==> config.mk <==
export PLATFORM = sky130hd
export DESIGN_NAME = sw_button_ctrl
export DESIGN_NICKNAME = d
export VERILOG_FILES = /design/src/rtl/sw_button_ctrl.sv
export SDC_FILE = /design/constraint.sdc
export NUM_CORES = 1
export LEC_CHECK = 0
export BUFFER_PORTS_ARGS = -buffer_cell sky130_fd_sc_hd__buf_2
export CELL_PAD_IN_SITES_DETAIL_PLACEMENT = 1
export CELL_PAD_IN_SITES_GLOBAL_PLACEMENT = 1
export CORE_MARGIN = 4
export CORE_UTILIZATION = 30
export CTS_BUF_LIST = sky130_fd_sc_hd__clkbuf_4
export CTS_CLUSTER_SIZE = 28
export DETAILED_ROUTE_END_ITERATION = 16
export PLACE_DENSITY = 0.66
export SKIP_CTS_REPAIR_TIMING = 1
export SKIP_LAST_GASP = 1
export SYNTH_ARGS = -nofsm -noshare
export SYNTH_HDL_FRONTEND = slang
export SYNTH_SLANG_ARGS = --single-unit
==> constraint.sdc <==
create_clock -name clk -period 2.65 [get_ports clk]
set_input_delay 0.3975 -clock clk [delete_from_list [all_inputs] [get_ports clk]]
set_output_delay 0.3975 -clock clk [all_outputs]
set_load 0.03 [all_outputs]
==> src/rtl/sw_button_ctrl.sv <==
// sw_button_ctrl: debounced two-button UI controller that sequences the stopwatch, captures laps and freezes split times.
//   Optional feature macro: SW_LAP_MEM_EN (lap ring memory, lap_count and lap read port).
//   Ports:
//     clk, reset            clock and synchronous active-high reset
//     btn_ss, btn_lr        raw asynchronous start/stop and lap/reset buttons
//     minutes, seconds      live stopwatch time
//     sw_start/stop/reset   one-cycle command pulses to the stopwatch
//     ui_state              IDLE=00 RUNNING=01 PAUSED=10 SPLIT=11
//     disp_min, disp_sec    registered display value (frozen while in SPLIT)
//     lap_count             number of valid laps, saturating at LAP_DEPTH
//     lap_rd_idx            lap read index, 0 = oldest valid lap
//     lap_rd_min/sec        combinational lap read data
module sw_button_ctrl #(
    parameter int DB_CYCLES = 4,
    parameter int LAP_DEPTH = 4
) (
    input  logic                         clk,
    input  logic                         reset,
    input  logic                         btn_ss,
    input  logic                         btn_lr,
    input  logic [7:0]                   minutes,
    input  logic [5:0]                   seconds,
    output logic                         sw_start,
    output logic                         sw_stop,
    output logic                         sw_reset,
    output logic [1:0]                   ui_state,
    output logic [7:0]                   disp_min,
    output logic [5:0]                   disp_sec,
    output logic [$clog2(LAP_DEPTH):0]   lap_count,
    input  logic [$clog2(LAP_DEPTH)-1:0] lap_rd_idx,
    output logic [7:0]                   lap_rd_min,
    output logic [5:0]                   lap_rd_sec
);
    localparam int CW = $clog2(DB_CYCLES + 1);
    localparam int AW = $clog2(LAP_DEPTH);

    typedef enum logic [1:0] {IDLE = 2'b00, RUNNING = 2'b01, PAUSED = 2'b10, SPLIT = 2'b11} state_t;

    // Bit 0 is the start/stop path, bit 1 the lap/reset path.
    logic [1:0] sync1_q, sync1_d, sync2_q, sync2_d, lvl_q, lvl_d, prev_q, prev_d, press;
    logic [CW-1:0] cnt_q [2];
    logic [CW-1:0] cnt_d [2];
    state_t state_q, state_d;
    logic start_q, start_d, stop_q, stop_d, clr_q, clr_d;
    logic [13:0] frozen_q, frozen_d, disp_q, disp_d;
    logic ss_ev, lr_ev, cap;

    always_comb begin
        sync1_d = {btn_lr, btn_ss};
        sync2_d = sync1_q;
        prev_d  = lvl_q;
        lvl_d   = lvl_q;
        for (int i = 0; i < 2; i++) begin
            // Counter tracks consecutive samples that disagree with the level; any agreeing sample restarts it.
            cnt_d[i] = '0;
            if (sync2_q[i] != lvl_q[i]) begin
                if (cnt_q[i] == CW'(DB_CYCLES - 1))
                    lvl_d[i] = sync2_q[i];
                else
                    cnt_d[i] = cnt_q[i] + CW'(1);
            end
        end
        press = lvl_q & ~prev_q;
    end

    // Start/stop has priority: a simultaneous lap/reset event is dropped.
    assign ss_ev = press[0];
    assign lr_ev = press[1] & ~press[0];

    always_ff @(posedge clk) begin
        if (reset) state_q <= IDLE;
        else       state_q <= state_d;
    end

    always_comb begin
        state_d = state_q;
        unique case (state_q)
            IDLE:    state_d = ss_ev ? RUNNING : IDLE;
            RUNNING: state_d = ss_ev ? PAUSED : lr_ev ? SPLIT : RUNNING;
            SPLIT:   state_d = ss_ev ? PAUSED : lr_ev ? RUNNING : SPLIT;
            PAUSED:  state_d = ss_ev ? RUNNING : lr_ev ? IDLE : PAUSED;
        endcase
    end

    always_comb begin
        start_d  = ss_ev & (state_q == IDLE || state_q == PAUSED);
        stop_d   = ss_ev & (state_q == RUNNING || state_q == SPLIT);
        clr_d    = lr_ev & (state_q == PAUSED);
        cap      = lr_ev & (state_q == RUNNING);
        frozen_d = cap ? {minutes, seconds} : frozen_q;
        // On the entry edge the live value is exactly what gets frozen, so live is correct there too.
        disp_d   = (state_q == SPLIT && state_d == SPLIT) ? frozen_q : {minutes, seconds};
    end

    always_ff @(posedge clk) begin
        if (reset) begin
            sync1_q  <= '0;
            sync2_q  <= '0;
            lvl_q    <= '0;
            prev_q   <= '0;
            cnt_q[0] <= '0;
            cnt_q[1] <= '0;
            start_q  <= 1'b0;
            stop_q   <= 1'b0;
            clr_q    <= 1'b0;
            frozen_q <= '0;
            disp_q   <= '0;
        end else begin
            sync1_q  <= sync1_d;
            sync2_q  <= sync2_d;
            lvl_q    <= lvl_d;
            prev_q   <= prev_d;
            cnt_q[0] <= cnt_d[0];
            cnt_q[1] <= cnt_d[1];
            start_q  <= start_d;
            stop_q   <= stop_d;
            clr_q    <= clr_d;
            frozen_q <= frozen_d;
            disp_q   <= disp_d;
        end
    end

    assign sw_start = start_q;
    assign sw_stop  = stop_q;
    assign sw_reset = clr_q;
    assign ui_state = state_q;
    assign disp_min = disp_q[13:6];
    assign disp_sec = disp_q[5:0];

`ifdef SW_LAP_MEM_EN
    logic [13:0] mem_q [LAP_DEPTH];
    logic [13:0] mem_d [LAP_DEPTH];
    logic [AW-1:0] wp_q, wp_d, rd_addr;
    logic [AW:0] lap_cnt_q, lap_cnt_d;
    logic [13:0] rd_word;

    always_comb begin
        mem_d     = mem_q;
        wp_d      = wp_q;
        lap_cnt_d = lap_cnt_q;
        if (clr_d) begin
            for (int i = 0; i < LAP_DEPTH; i++) mem_d[i] = '0;
            wp_d      = '0;
            lap_cnt_d = '0;
        end else if (cap) begin
            mem_d[wp_q] = {minutes, seconds};
            wp_d        = wp_q + AW'(1);
            lap_cnt_d   = (lap_cnt_q == (AW+1)'(LAP_DEPTH)) ? lap_cnt_q : lap_cnt_q + (AW+1)'(1);
        end
        // Until the ring wraps the oldest lap sits at 0; afterwards it is the next slot to be overwritten.
        rd_addr = ((lap_cnt_q == (AW+1)'(LAP_DEPTH)) ? wp_q : '0) + lap_rd_idx;
        rd_word = ({1'b0, lap_rd_idx} < lap_cnt_q) ? mem_q[rd_addr] : '0;
    end

    always_ff @(posedge clk) begin
        if (reset) begin
            for (int i = 0; i < LAP_DEPTH; i++) mem_q[i] <= '0;
            wp_q      <= '0;
            lap_cnt_q <= '0;
        end else begin
            mem_q     <= mem_d;
            wp_q      <= wp_d;
            lap_cnt_q <= lap_cnt_d;
        end
    end

    assign lap_count  = lap_cnt_q;
    assign lap_rd_min = rd_word[13:6];
    assign lap_rd_sec = rd_word[5:0];
`else
    logic unused_idx;
    assign unused_idx = ^lap_rd_idx;
    assign lap_count  = '0;
    assign lap_rd_min = '0;
    assign lap_rd_sec = '0;
`endif

endmodule

==> summary.txt, run 1 <==
Run
  – MaxCap Viol Count: 0

Die
  – Row count: 28
  – Die H: 86.8 microns
  – Starting density of the core: 31.3%
  – Die area: 7530 sq um
  – I/O pin total: 56
  – Horiz. Die Dim: 86.8 microns
  – Core area: 5960 sq um

Global route
  – Antenna violations before repair: 0
  – First-pass GRT wire length: 5150 microns
  – Number of global-route vias before repair: 1148
  – Pin count of the biggest net entering global routing: 44
  – GR Util All Layers: 8.80%
  – GRT Residual Overflow: 0

Power and ir drop
  – P_sw: 0.000292 W
  – Combinational power share: 9.6%
  – Leak: 0.943 nW
  – Switching part of the total power: 25.0%
  – Clk pwr share: 28.5%
  – Reg power frac: 62.0%
  – Worst VDD drop: 0.236 mV
  – Pwr/cell area: 559 nW/um^2
  – Internal power: 0.000877 W

CTS
  – Num CTS Buffers: 5
  – Maximum clock path buffer count: 2
  – CTS tree: done
  – CTS H-tree lvls: 2
  – Worst-skew pair later-pin latency: 0.35 ns
  – Clk slew on worst S/H paths: 0.12 ns
  – CTS Root Cell: clkbuf_4
  – Clock sink count: 47

Synthesis
  – Number of flops mapped to enable cells by yosys: 0
  – Post-synth ARST share: 0%
  – Synth Register Bits: 47
  – Sequential cell area fraction in the yosys report: 50.5%
  – Count leader, synth: dfxtp_1
  – Area contributors post-synth: dfxtp_1 (51%), mux2i_1 (16%), nand2b_1 (10%)
  – Synth Area per Inst: 10.8 sq um
  – Library cells used by synthesis: 25
  – Synthesized cell area: 1860 sq um
  – Cells after Synth: 173
  – Post-synth top cells: dfxtp_1 (47), mux2i_1 (30), nand2b_1 (30)
  – Synth top area share: 50.5%
  – Primary FF master, synth: dfxtp_1
  – Largest area contributor in the netlist: dfxtp_1
  – Yosys warns: 0

Timing
  – Clock period minus final worst setup slack: 1.74 ns
  – TNS Setup: 0 ns
  – Final-report hold violation count: 0
  – Setup-failing EPs final: 0
  – Post-route clock period utilization: 65.7%
  – RSZ-0062 raised after global routing: false
  – Worst slew margin: 53.6%
  – Final worst slack: 0.909 ns
  – Clock skew: 0.00752 ns
  – Slew Limit Fails: 0
  – Slew at the pin closest to its max-slew limit: 0.695 ns
  – Fmax: 574 MHz

Critical path
  – Critical path class: register to register
  – CP Launch Point: lvl_q[1]
  – Kind of start point of the critical path: register
  – Crit path required time: 2.87 ns
  – Worst Setup EP: frozen_q[12]
  – Critical R2R Launch: lvl_q[1]
  – Max Fanout on Critical Path: 10
  – Worst R2R End: frozen_q[12]
  – Flop2flop setup slack: 0.91 ns
  – Nature of the critical path endpoint: register
  – CP arrival: 1.96 ns
  – R2r worst-path depth: 3

Placed design
  – Placer Congestion: 0.655
  – Port buffer count: 36
  – Dpl hpwl: 2270 microns
  – Pre-CTS WS: 0.926 ns

Detailed routing
  – WL final: 3200 microns
  – Drt drc: 0
  – Antenna viol nets, final: 0
  – Initial DRC Count: 31
  – Routed wire length per instance: 11.3 microns
  – Via density: 4.07
  – Vias: 1157
  – DRT Pass-1 Iters: 4

Final layout
  – Post-layout net count: 232
  – Layout cells sized above 1: 21.5%
  – Inserted Diodes: 0
  – Area delta synth->final: 12.3%

Min path
  – Hold path start: btn_lr
  – Hold WC Path Type: primary input to register

Run status
  – Status: finished clean
[worst min-delay path by stage]
stage | end | slack [ns] | cells past startpoint
floorplan | cnt_q[0][0] | 0.40 | 1
global placement | cnt_q[0][0] | 0.41 | 1
detailed placement | sync2_q[0] | 0.42 | 1
CTS | sync1_q[1] | 0.23 | 2
global route | sync1_q[0] | 0.24 | 2
finish | sync1_q[1] | 0.25 | 2
[final cells by class]
| class | instances | area, sq um |
|---|---|---|
| Clock inverter | 1 | 5.00 |
| Tap cell | 75 | 93.8 |
| Multi-Input combinational cell | 114 | 803 |
| Timing Repair Buffer | 36 | 180 |
| Sequential cell | 47 | 941 |
| Fill cell | 720 | 3860 |
| Inverter | 4 | 15.0 |
| Clock buffer | 7 | 52.6 |
[layer usage]
layer  track usage [%]  vias to the layer above  part of all wire (%)
li1                  -                      600                     -
met1              10.7                      519                    45
met2              14.2                       35                    46
met3              2.85                        3                   7.2
met4              3.82                        0                   1.2
met5                 0                        -                     0
[cells by family (layout without fill, tap and decap cells)]
logic type,Yosys count,count (layout),synth area share [%]
other cells,1,17,0.201
fa+ha+maj,4,4,2.69
flops,47,47,50.5
buf+inv,28,48,9.54
mux,30,30,16.1
compound gates,2,2,0.537
xor+xnor,3,3,1.41
simple gates,58,58,19.0
[stage by stage]
step                util, %  hold WS, ns  std cells  area [sq um]  total power (W)
floorplan                 -        0.399        189          1920         0.000843
global placement       34.1        0.409        276          2030         0.000853
detailed placement     34.1        0.425        276          2030         0.000854
CTS                    35.1        0.228        284          2090          0.00120
global route           35.1        0.237        284          2090          0.00124
finish                 35.1        0.254        284          2090          0.00117
[worst max-delay path: stages, from the launching register on]
cell and delay (ns):
dfxtp_1 0.42, nand2b_1 0.17, or4b_1 0.81, mux2i_1 0.21
[sequential cells by signal (all words and copies together) (netlist names)]
name,cells
sync1_q,2
disp_q,14
sw_stop,1
frozen_q,14
sw_start,1
cnt_q,6
prev_q,2
lvl_q,2
sync2_q,2
ui_state,2
sw_reset,1
[cells in the final DEF, fill, tap and decap left out, types with 2 or more instances in the layout]
cell type,netlist,final
clkbuf_4,0,7
ha_1,4,4
nor2b_1,7,7
buf_2,1,36
nor3b_1,2,2
or3_1,2,2
xnor2_1,3,3
mux2i_1,30,30
dfxtp_1,47,47
nand2b_1,30,30
inv_1,4,4
nor2_1,9,9
conb_1,1,17
[power by group through the flow]
stage               Combinational (W)  Clock [W]  Sequential (W)
global placement             0.000112          0        0.000741
detailed placement           0.000113          0        0.000741
floorplan                   0.0000785          0        0.000765
global route                 0.000121   0.000387        0.000727
CTS                          0.000113   0.000357        0.000725
finish                       0.000112   0.000333        0.000725
Note: power is estimated with default switching activity, not from simulation.
==> run 2: changes to the inputs <==
Clock period 2.65 ns to 1.8 ns, I/O delays scaled along.
==> run 2 against run 1 <==
  * Count of clock-buffer cells in the layout down 2
  * Flip-flop and latch count unchanged
  * Critical path depth up 1
  * Setup slack worse by 0.63 ns
  * First-iteration DRC count rose by 140%
  * Critical endpoint unchanged
  * Register-to-register slack got worse by 0.63 ns
  * Total power rose by 49%
==> summary.txt, run 2 (synthesis gave the netlist of run 1 again) <==
Die
  – Core area: 5960 sq um (unchanged)
  – Starting density of the core: 31.3% (unchanged)
  – Row count: 28 (unchanged)
  – Horiz. Die Dim: 86.8 microns (unchanged)
  – Die area: 7530 sq um (unchanged)
  – I/O pin total: 56 (unchanged)
  – Die H: 86.8 microns (unchanged)

Timing
  – Fmax: 658 MHz (was 574 MHz)
  – TNS Setup: 0 ns (unchanged)
  – RSZ-0062 raised after global routing: false (unchanged)
  – Final-report hold violation count: 0 (unchanged)
  – Post-route clock period utilization: 84.4% (was 65.7%)
  – Clock skew: 0.0134 ns (was 0.00752 ns)
  – Worst slew margin: 58.2% (was 53.6%)
  – Clock period minus final worst setup slack: 1.52 ns (was 1.74 ns)
  – Slew Limit Fails: 0 (unchanged)
  – Setup-failing EPs final: 0 (unchanged)
  – Slew at the pin closest to its max-slew limit: 0.626 ns (was 0.695 ns)

Critical path
  – Nature of the critical path endpoint: register (unchanged)
  – Worst path cell trace: nand2b_1, or4b_1, buf_4, mux2i_1 (was nand2b_1, or4b_1, mux2i_1)
  – Crit path buffers/inverters: 1 (was 0)
  – Max incr delay on CP: 0.49 ns (was 0.81 ns)
  – Critical path class: register to register (unchanged)
  – Slowest-stage cell, CP: or4b_1 (unchanged)
  – Kind of start point of the critical path: register (unchanged)
  – CP top delay family: simple AND/OR/NAND/NOR gates (unchanged)
  – Crit path required time: 2.06 ns (was 2.87 ns)
  – Max Fanout on Critical Path: 10 (unchanged)
  – CP arrival: 1.78 ns (was 1.96 ns)

Detailed routing
  – Initial DRC Count: 74 (was 31)
  – Antenna viol nets, final: 0 (unchanged)
  – WL final: 3360 microns (was 3200 microns)
  – Routed wire length per instance: 11.7 microns (was 11.3 microns)
  – DRT Pass-1 Iters: 2 (was 4)
  – Vias: 1211 (was 1157)
  – Via density: 4.20 (was 4.07)
  – Drt drc: 0 (unchanged)

Global route
  – GR Util All Layers: 9.44% (was 8.80%)
  – Number of global-route vias before repair: 1190 (was 1148)
  – Pin count of the biggest net entering global routing: 44 (unchanged)
  – GRT Residual Overflow: 0 (unchanged)
  – First-pass GRT wire length: 5500 microns (was 5150 microns)
  – Antenna violations before repair: 0 (unchanged)

Final layout
  – Multi-input gate area: 803 sq um (unchanged)
  – Commonest cells after routing, fill and taps aside: dfxtp_1 (47), buf_2 (36), nand2b_1 (30), mux2i_1 (30), conb_1 (17) (unchanged)
  – Fin area: 2120 sq um (was 2090 sq um)
  – Biggest regs: disp_q (14), frozen_q (14), cnt_q (6) (unchanged)
  – Commonest non-fill, non-tap cell in the layout: dfxtp_1 (unchanged)
  – Inserted Diodes: 0 (unchanged)
  – Layout cells sized above 1: 23.0% (was 21.5%)
  – Area delta synth->final: 14.1% (was 12.3%)
  – Post-layout net count: 236 (was 232)
  – Fillers: 696 (was 720)
  – Post-route insts no fill: 288 (was 284)
  – FF/Latch Area: 941 sq um (unchanged)
  – Util after Layout: 35.7% (was 35.1%)

CTS
  – Worst-skew pair later-pin latency: 0.37 ns (was 0.35 ns)
  – Maximum clock path buffer count: 2 (unchanged)
  – Clk slew on worst S/H paths: 0.14 ns (was 0.12 ns)
  – Num CTS Buffers: 5 (unchanged)
  – Clock sink count: 47 (unchanged)
  – CTS Root Cell: clkbuf_4 (unchanged)
  – CTS H-tree lvls: 2 (unchanged)
  – CTS tree: done (unchanged)

Placed design
  – Port buffer count: 36 (unchanged)
  – Dpl hpwl: 2410 microns (was 2270 microns)
  – Dpl cells: 280 (was 276)
  – Placed inst area: 2060 sq um (was 2030 sq um)
  – Placer Congestion: 0.690 (was 0.655)

Power and ir drop
  – Pwr/cell area: 823 nW/um^2 (was 559 nW/um^2)
  – Worst VDD drop: 0.219 mV (was 0.236 mV)
  – Power, Total: 0.00175 W (was 0.00117 W)
  – Leak: 0.955 nW (was 0.943 nW)

Run
  – MaxCap Viol Count: 0 (unchanged)

Min path
  – Hold WC Path Type: primary input to register (unchanged)

Run status
  – Status: finished clean (unchanged)
[run 2: power by group]
group	leakage (nW)	total (W)	internal (W)	switching [W]
Clock	0.0278	0.000515	0.000157	0.000358
Combinational	0.544	0.000165	0.0000467	0.000118
Sequential	0.383	0.00107	0.00106	0.00000616
Total	0.955	0.00175	0.00127	0.000482
[run 2: final timing paths]
| kind | depth (start not counted) | slack [ns] | start | end |
|---|---|---|---|---|
| setup / recovery | 4 | 0.28 | lvl_q[1] | frozen_q[12] |
| setup reg to reg | 4 | 0.28 | lvl_q[1] | frozen_q[12] |
| hold reg to reg | 1 | 0.44 | cnt_q[0][0] | cnt_q[0][0] |
| hold / removal | 2 | 0.11 | btn_lr | sync1_q[1] |
[run 2: stage by stage]
step / setup slack (ns) / hold WS (ns)
6_report: 0.280 / 0.114
5_1_grt: 0.154 / 0.0905
4_1_cts: 0.269 / 0.0902
3_5_place_dp: 0.292 / 0.417
3_3_place_gp: 0.324 / 0.409
2_1_floorplan: 0.195 / 0.398
[run 2: per-layer routing]
layer | wire [microns] | GRT usage (%)
met5 | 0 | 0
met4 | 61 | 3.82
met3 | 258 | 3.61
met2 | 1650 | 15.9
met1 | 1390 | 10.7
[run 2: worst register-to-register path: cells and delay by family, from the launching register on]
family,cells,cell delay [ns]
simple gates,2,0.66
flops,1,0.42
buf+inv,1,0.21
mux,1,0.14
[run 2: area by class of cell]
class / count / share of cell area, %
clock buffers: 5 / 1.77
clock inverters: 3 / 1.12
inverters: 4 / 0.707
multi-input cells: 114 / 37.8
flip-flops and latches: 47 / 44.3
well taps: 75 / 4.42
repair buffers: 40 / 9.89
==> run 3: changes to the inputs <==
Clock period 1.8 ns to 1.4 ns, I/O delays scaled along.
==> run 3 against run 2 <==
  * Count of clock-buffer cells in the layout did not move
  * Combinational power rose by 30%
  * Final area rose by 6.7%
  * Non-clock buffer count rose by 9
  * Setup slack got worse by 0.25 ns
  * Total power rose by 37%
  * Sequential power rose by 28%
==> summary.txt, run 3 (synthesis gave the netlist of run 1 again) <==
Power and ir drop
  – Combinational power share: 8.9% (was 9.4%)
  – P_sw: 0.000595 W (was 0.000482 W)
  – Pwr/cell area: 1060 nW/um^2 (was 823 nW/um^2)
  – Internal power: 0.00180 W (was 0.00127 W)
  – Clk pwr share: 33.9% (was 29.4%)
  – Leak: 1.03 nW (was 0.955 nW)
  – Switching part of the total power: 24.8% (was 27.6%)
  – Worst VDD drop: 0.387 mV (was 0.219 mV)
  – Power, Total: 0.00240 W (was 0.00175 W)
  – Reg power frac: 57.2% (was 61.1%)

Timing
  – Slew Limit Fails: 0 (unchanged)
  – Worst slew margin: 64.5% (was 58.2%)
  – Clock period minus final worst setup slack: 1.37 ns (was 1.52 ns)
  – Post-route clock period utilization: 98.0% (was 84.4%)
  – Slew at the pin closest to its max-slew limit: 0.533 ns (was 0.626 ns)
  – Final-report hold violation count: 0 (unchanged)
  – TNS Setup: 0 ns (unchanged)
  – Fmax: 729 MHz (was 658 MHz)
  – Clock skew: 0.0131 ns (was 0.0134 ns)
  – RSZ-0062 raised after global routing: true (was false)
  – Setup-failing EPs final: 0 (unchanged)
  – Worst hold slack: 0.0586 ns (was 0.114 ns)

Critical path
  – Nature of the critical path endpoint: register (unchanged)
  – Critical path class: register to register (unchanged)
  – Kind of start point of the critical path: register (unchanged)
  – Max Fanout on Critical Path: 5 (was 10)
  – Crit path required time: 1.66 ns (was 2.06 ns)
  – CP arrival: 1.63 ns (was 1.78 ns)

Final layout
  – Multi-input gate area: 831 sq um (was 803 sq um)
  – Layout cells sized above 1: 29.3% (was 23.0%)
  – Biggest regs: disp_q (14), frozen_q (14), cnt_q (6) (unchanged)
  – Commonest non-fill, non-tap cell in the layout: dfxtp_1 (unchanged)
  – Fillers: 692 (was 696)
  – Commonest cells after routing, fill and taps aside: dfxtp_1 (43), buf_2 (36), mux2i_1 (30) (was dfxtp_1 (47), buf_2 (36), nand2b_1 (30), mux2i_1 (30), conb_1 (17))
  – Fin area: 2270 sq um (was 2120 sq um)
  – Inserted Diodes: 0 (unchanged)
  – Post-layout net count: 245 (was 236)
  – FF/Latch Area: 948 sq um (was 941 sq um)
  – Util after Layout: 38.1% (was 35.7%)
  – Area delta synth->final: 21.8% (was 14.1%)

Global route
  – Number of global-route vias before repair: 1253 (was 1190)
  – First-pass GRT wire length: 5530 microns (was 5500 microns)
  – GR Util All Layers: 9.40% (was 9.44%)
  – GRT Residual Overflow: 0 (unchanged)
  – Antenna violations before repair: 0 (unchanged)
  – Pin count of the biggest net entering global routing: 39 (was 44)

Detailed routing
  – DRT Pass-1 Iters: 3 (was 2)
  – Initial DRC Count: 29 (was 74)
  – Routed wire length per instance: 11.3 microns (was 11.7 microns)
  – Via density: 4.13 (was 4.20)
  – Antenna viol nets, final: 0 (unchanged)
  – WL final: 3340 microns (was 3360 microns)
  – Vias: 1228 (was 1211)
  – Drt drc: 0 (unchanged)

Die
  – Row count: 28 (unchanged)
  – Starting density of the core: 31.3% (unchanged)
  – Core area: 5960 sq um (unchanged)
  – Die H: 86.8 microns (unchanged)
  – Die area: 7530 sq um (unchanged)
  – Horiz. Die Dim: 86.8 microns (unchanged)
  – I/O pin total: 56 (unchanged)

CTS
  – CTS tree: done (unchanged)
  – CTS Root Cell: clkbuf_4 (unchanged)
  – Clock sink count: 47 (unchanged)
  – Worst-skew pair later-pin latency: 0.36 ns (was 0.37 ns)
  – CTS H-tree lvls: 2 (unchanged)
  – Clk slew on worst S/H paths: 0.13 ns (was 0.14 ns)
  – Maximum clock path buffer count: 2 (unchanged)
  – Num CTS Buffers: 5 (unchanged)

Placed design
  – Placed inst area: 2140 sq um (was 2060 sq um)
  – Placer Congestion: 0.635 (was 0.690)
  – Port buffer count: 36 (unchanged)
  – Dpl hpwl: 2370 microns (was 2410 microns)

Min path
  – Hold WC Path Type: primary input to register (unchanged)

Run
  – MaxCap Viol Count: 0 (unchanged)

Run status
  – Status: finished clean (unchanged)
-- run 3: cell count changes in the layout (fill, tap and decap cells not counted), moves of 2 or more --
cell        delta
dfxtp_1        -4
buf_6          +2
buf_4          +6
dfxtp_2        +3
clkinvlp_4     -2
-- run 3: routing by layer --
metal	wire (microns)	up-vias	GRT usage, %
met1	1400	566	10.4
li1	-	626	-
met2	1680	34	16.4
met4	21	0	3.40
met5	0	-	0
met3	242	2	3.42
-- run 3: cell type report --
class / instances / area share, %
clock buffers: 5 / 1.66
clock inverters: 3 / 1.93
inverters: 4 / 0.662
multi-input cells: 114 / 36.6
flip-flops and latches: 47 / 41.8
well taps: 75 / 4.14
repair buffers: 49 / 13.1
-- run 3: worst paths after layout --
kind | from | endpoint | slack [ns] | cells past startpoint
hold / removal | btn_ss | sync1_q[0] | 0.06 | 2
setup reg to reg | lvl_q[0] | frozen_q[11] | 0.03 | 4
setup / recovery | lvl_q[0] | frozen_q[11] | 0.03 | 4
hold reg to reg | cnt_q[0][3] | cnt_q[0][3] | 0.43 | 1
-- run 3: stage by stage --
stage                     setup slack, ns  cells
after floorplan                   0.00525    189
after global placement             0.0354    288
after detailed placement        0.0000865    288
after CTS                        -0.00704    296
after global routing              -0.0226    297
final                              0.0275    297
-- run 3: power groups by stage --
stage | sequential, W | clock (W) | combinational, W
6_report | 0.00137 | 0.000812 | 0.000214
5_1_grt | 0.00138 | 0.000940 | 0.000232
4_1_cts | 0.00137 | 0.000858 | 0.000217
3_5_place_dp | 0.00140 | 0 | 0.000216
3_3_place_gp | 0.00140 | 0 | 0.000216
2_1_floorplan | 0.00145 | 0 | 0.000149
-- run 3: critical path: stages (launching register included) --
cell     delay, ns
dfxtp_2       0.34
nor2b_4       0.12
or4b_4        0.55
buf_6         0.16
mux2i_1       0.11
